`src/rtl/shift_pipe.sv`:
```
//==============================================================================
// Module      : shift_pipe
// Description : Pipelined barrel shifter with valid/ready flow control.
//               Stage k applies a 2^k shift (SLL, SRL, SRA or ROL) when its
//               carried shift-amount bit is set; OP, the remaining shift bits
//               and a valid flag travel with the data. A single global stall
//               freezes every stage while a result waits for the consumer.
// Revision    : 1.0 - initial release
//==============================================================================
`default_nettype none

module shift_pipe #(
  parameter int WIDTH = 32
) (
  input  logic                       CLK,
  input  logic                       RST,
  input  logic                       IN_VALID,
  output logic                       IN_READY,
  input  logic [1:0]                 OP,
  input  logic [WIDTH-1:0]           D,
  input  logic [$clog2(WIDTH)-1:0]   S,
  output logic                       OUT_VALID,
  input  logic                       OUT_READY,
  output logic [WIDTH-1:0]           Y,
  output logic                       ZERO,
  output logic                       BUSY
);

  localparam int SW = $clog2(WIDTH);

  localparam logic [1:0] C_OP_SLL = 2'b00;
  localparam logic [1:0] C_OP_SRL = 2'b01;
  localparam logic [1:0] C_OP_SRA = 2'b10;

  // One stage of the barrel: shift by amt when en is set, else pass through.
  // SRA fills from the MSB of this stage's input, which composes correctly
  // across stages because earlier stages already replicated the sign.
  function automatic logic [WIDTH-1:0] stage_shift(
    input logic [WIDTH-1:0] x,
    input logic [1:0]       op,
    input logic             en,
    input int unsigned      amt
  );
    logic [WIDTH-1:0] r;
    r = x;
    if (en) begin
      case (op)
        C_OP_SLL: r = x << amt;
        C_OP_SRL: r = x >> amt;
        C_OP_SRA: r = $signed(x) >>> amt;
        default:  r = (x << amt) | (x >> (WIDTH - amt));
      endcase
    end
    return r;
  endfunction

  logic                   stall;
  logic [SW-1:0][WIDTH-1:0] stage_data;
  logic [SW-1:0]          stage_valid;
  logic                   zero_d;
  logic                   zero_q;

  // The whole pipe freezes only when a finished result is not being taken.
  assign stall     = stage_valid[SW-1] & ~OUT_READY;
  assign IN_READY  = ~stall;
  assign OUT_VALID = stage_valid[SW-1];
  assign Y         = stage_data[SW-1];
  assign ZERO      = zero_q & stage_valid[SW-1];
  assign BUSY      = |stage_valid;

  for (genvar k = 0; k < SW; k++) begin : g_stage
    localparam int unsigned AMT = 1 << k;

    logic [WIDTH-1:0] src_data;
    logic [1:0]       src_op;
    logic [SW-k-1:0]  src_s;   // bit 0 controls this stage, upper bits ride on
    logic             src_valid;
    logic [WIDTH-1:0] data_d;
    logic [WIDTH-1:0] data_q;
    logic             valid_d;
    logic             valid_q;

    if (k == 0) begin : g_src_in
      // Bubbles enter with a zeroed payload so idle inputs never leak in.
      assign src_valid = IN_VALID;
      assign src_data  = IN_VALID ? D  : '0;
      assign src_op    = IN_VALID ? OP : 2'b00;
      assign src_s     = IN_VALID ? S  : '0;
    end else begin : g_src_prev
      assign src_valid = stage_valid[k-1];
      assign src_data  = stage_data[k-1];
      assign src_op    = g_stage[k-1].g_carry.op_q;
      assign src_s     = g_stage[k-1].g_carry.s_q;
    end

    // Next stage contents: hold on stall, otherwise shift the upstream entry.
    always_comb begin
      valid_d = valid_q;
      data_d  = data_q;
      if (!stall) begin
        valid_d = src_valid;
        data_d  = stage_shift(src_data, src_op, src_s[0], AMT);
      end
    end

    // Stage data/valid register.
    always_ff @(posedge CLK or negedge RST) begin
      if (!RST) begin
        valid_q <= 1'b0;
        data_q  <= '0;
      end else begin
        valid_q <= valid_d;
        data_q  <= data_d;
      end
    end

    assign stage_valid[k] = valid_q;
    assign stage_data[k]  = data_q;

    // The last stage needs no control beyond its own input, so only the
    // earlier stages register OP and the still-unused shift bits.
    if (k < SW - 1) begin : g_carry
      logic [1:0]      op_d;
      logic [1:0]      op_q;
      logic [SW-k-2:0] s_d;
      logic [SW-k-2:0] s_q;

      // Control bits follow the data and freeze with it.
      always_comb begin
        op_d = op_q;
        s_d  = s_q;
        if (!stall) begin
          op_d = src_op;
          s_d  = src_s[SW-k-1:1];
        end
      end

      // Control register for the downstream stages.
      always_ff @(posedge CLK or negedge RST) begin
        if (!RST) begin
          op_q <= 2'b00;
          s_q  <= '0;
        end else begin
          op_q <= op_d;
          s_q  <= s_d;
        end
      end
    end
  end

  // Zero flag is computed from the final stage's next data so it lands in
  // the same cycle as Y and holds with it during a stall.
  always_comb begin
    zero_d = (g_stage[SW-1].data_d == '0);
  end

  // Zero flag register alongside the output data.
  always_ff @(posedge CLK or negedge RST) begin
    if (!RST) begin
      zero_q <= 1'b0;
    end else begin
      zero_q <= zero_d;
    end
  end

endmodule

`default_nettype wire
```
`config.mk`:
```
export PLATFORM = sky130hd
export DESIGN_NAME = shift_pipe
export DESIGN_NICKNAME = d
export VERILOG_FILES = /design/src/rtl/shift_pipe.sv
export SDC_FILE = /design/constraint.sdc
export NUM_CORES = 1
export LEC_CHECK = 0
export ABC_AREA = 0
export CORE_AREA = 2 2 200 104
export DETAILED_ROUTE_END_ITERATION = 10
export DIE_AREA = 0 0 202 106
export PLACE_DENSITY = 0.77
export SLEW_MARGIN = 10
export SYNTH_ARGS = -nofsm -noshare
export SYNTH_HDL_FRONTEND = slang
export SYNTH_SLANG_ARGS = --single-unit
```
`constraint.sdc`:
```
create_clock -name CLK -period 2.34 [get_ports CLK]
set_input_delay 0.468 -clock CLK [delete_from_list [all_inputs] [get_ports CLK]]
set_output_delay 0.468 -clock CLK [all_outputs]
set_load 0.01 [all_outputs]
```
==> results.cfg <==
[critical_path]
cp_max_fo = 13
path_cells = buf_12, clkinvlp_4, buf_4, o21ai_0, a31oi_1, or3_1, or4_4, nor4b_4
critPathBufInv = 3
cp_top_family = simple AND/OR/NAND/NOR gates
path_class = flip-flop to flip-flop
startpoint = g_stage[3].g_carry.s_q$_DFFE_PN0N_
crit_required_ns = 2.69
r2r_end = zero_q$_DFF_PN0_
worst_setup_path_start_kind = flip-flop
endpoint_kind = flip-flop
max_stage_delay_ns = 0.44
crit_arrival_ns = 2.67
r2r_slack_ns = 0.01
slowest_stage = or4_4
reg2reg_from = g_stage[3].g_carry.s_q$_DFFE_PN0N_
reg2regPathDepth = 8

[job]
cap_violations = 0

[synth]
synthTopCellsByArea = dfrtp_1 45%, nand2_1 11%, mux2i_1 10%
syn_inst = 1202
ys_top_cells_by_count = 295 x nand2_1, 197 x o21ai_0, 184 x dfrtp_1, 104 x mux2i_1, 68 x clkbuf_1
syn_area_per_cell_sq_um = 8.519
yosysSeqAreaShare_pct = 44.97
ys_types = 49
yosysTopAreaCellShare_pct = 44.97
synth_most_common_cell = nand2_1
async_flop_share_pct = 100.0
yosys_register_bits = 184
syn_nets = 1245
synth-edff-count = 0
ys.flop_type = dfrtp_1
yosysWarnings = 0
synth_top_area_cell = dfrtp_1
syn_area_sq_um = 10240

[clocking]
clk_pin_slew_ns = 0.07
clock_sinks = 184
cts_buffers = 17
htree_levels = 4
clock_latency_ns = 0.44
clockBufferDepth = 2
cts_tree = built
clock-root-buffer = clkbuf_16

[timing]
hold_viol = 0
setup_viol = 0
fin_skew_ns = 0.009590
setup_slack_ns = 0.01482
rsz0062_at_grt = yes
setup_tns_ns = 0
maxSlewViolCount = 0
fmax_mhz = 430.1
period_needed_ns = 2.325
worstMarginPinSlew_ns = 1.239
period_share_pct = 99.37
max_slew_margin_pct = 16.96

[floorplanning]
initial_core_util_pct = 51.56
chipWidth_microns = 202
num_rows = 37
die_area_sq_um = 21410
die_h_microns = 106
num_io_pins = 79
core_sq_um = 19860

[placed_design]
place.gp.congestion = 1.000
post-dp-hpwl_mm = 22.27
pre_cts_ws_ns = -0.5371
portBuffers = 78

[min_path]
hold_start = g_stage[0].g_carry.s_q[1]$_DFFE_PN0N_
holdPathStages = 2
hold_class = flip-flop to flip-flop
min_to = g_stage[0].g_carry.s_q[1]$_DFFE_PN0N_

[status]
status = finished, final reports clean

[final_layout]
seq_area_sq_um = 4607
fill_cells = 1637
drive_above_1_share_pct = 13.63
fin_nets = 1336
multi_input_area_sq_um = 5341
area_growth_pct = 22.48

[grt]
grt_pass1_wl_mm = 48.27
track_usage_pct = 29.30
grt_max_degree = 232
grt_pass1_vias = 8496
overflow = 0
antenna_found_initial = 1

[routing]
wl_mm = 31.02
drtIter0Drc = 1105
vias_per_cell = 5.929
vias = 9368
drt.antenna.violating_nets = 0
dr.pass1.iters = 8
wl_per_cell_microns = 19.63
drc = 0

[power]
power_density_nw_per_um2 = 1472
ir_drop_mv = 0.7056
p_leak_uw = 0.005690
power breakdown:
part / internal, uW / switching [uW]
Clock: 1700 / 1330
Combinational: 4150 / 4910
Sequential: 4580 / 1790
cell type report:
| cell class | instances | area share, % |
|---|---|---|
| Inverter | 9 | 0.3392 |
| Multi-Input combinational cell | 911 | 42.59 |
| Clock buffer | 19 | 3.452 |
| Timing Repair Buffer | 170 | 12.79 |
| Sequential cell | 184 | 36.73 |
| Antenna cell | 1 | 0.01995 |
| Clock inverter | 13 | 1.357 |
| Tap cell | 273 | 2.723 |
worst min-delay path, delay by kind of cell, from the launching register on:
kind / cells / cell delay [ns]
DFF: 1 / 0.34
and+or+nand+nor: 2 / 0.10
metal layers:
| metal | global-route usage, % | vias up | share of wire (%) |
|---|---|---|---|
| met4 | 6.355 | 4 | 0.70 |
| met3 | 10.58 | 26 | 13 |
| met2 | 34.63 | 434 | 37 |
| met1 | 47.77 | 4502 | 49 |
| met5 | 7.619 | - | 0.67 |
| li1 | - | 4402 | - |
through the flow:
step / hold slack (ns) / total power [uW] / utilization [%] / cells / cell area [sq um]
finish: 0.4670 / 18460 / 63.15 / 1580 / 12540
global route: 0.4960 / 19540 / 63.15 / 1580 / 12540
CTS: 0.4722 / 17910 / 62.47 / 1576 / 12410
detailed placement: 0.4367 / 14750 / 59.22 / 1542 / 11760
global placement: 0.4306 / 14600 / 59.22 / 1542 / 11760
floorplan: 0.1724 / 10890 / - / 1202 / 10250
how the worst max path moves through the flow:
| stage | depth (start not counted) | to |
|---|---|---|
| floorplan | 7 | IN_READY |
| global placement | 9 | zero_q$_DFF_PN0_ |
| detailed placement | 9 | zero_q$_DFF_PN0_ |
| CTS | 7 | zero_q$_DFF_PN0_ |
| global route | 8 | zero_q$_DFF_PN0_ |
| finish | 8 | zero_q$_DFF_PN0_ |
logic make-up (layout without fill, tap and decap cells):
family          after synthesis  count (layout)  share of synthesized area (%)
other cells                   0               1                              0
buf+inv                     108             211                          4.167
xor+xnor                      5               6                         0.5011
simple gates                418             418                          16.70
flops                       184             184                          44.97
compound gates              362             362                          21.19
mux                         125             125                          12.48
sequential cells by signal, indices dropped and copies added, names as in the netlist:
register,count
g_stage.valid_q,4
zero_q,1
g_stage.g_carry.op_q,8
Y,32
g_stage.data_q,128
g_stage.g_carry.s_q,10
OUT_VALID,1
what timing repair did:
| action | 4_1_cts | 5_1_grt |
|---|---|---|
| setup endpoints to repair | 2 | 2 |
| hold buffers | 1 | 0 |
| endpoints found under the hold margin | 43 | 0 |
| gates resized for setup | 11 | 17 |
| buffers inserted | 1 | 1 |
| pin swaps | 6 | 8 |
| gates cloned | 0 | 2 |
layout by cell type (no fill, tap or decap), types with 3 or more instances in the layout:
cell type          n
a221oi_1           4
o211ai_1           6
nand2b_1           3
a22oi_1           28
a31oi_1            9
nor2_1            65
buf_6              4
buf_4             78
a21oi_1           48
o22ai_1            3
clkbuf_16         18
inv_6              4
a2bb2oi_1          4
mux2i_2            3
nor3_1            11
nand4_1            4
or2_2              8
clkinvlp_4         3
o21a_1             5
nor2b_1            9
nand3_1            8
dfrtp_1          182
bufinv_16          3
and3_1             4
xnor2_2            3
o21ai_0          196
mux2i_1          100
buf_12             8
nand2_1          295
a211oi_1           4
a22o_1            32
and2_1             4
clkdlybuf4s50_1   74
mux2_2            21
inv_1              7
o221ai_1           5
No activity file was read; power rests on OpenSTA's default activity.
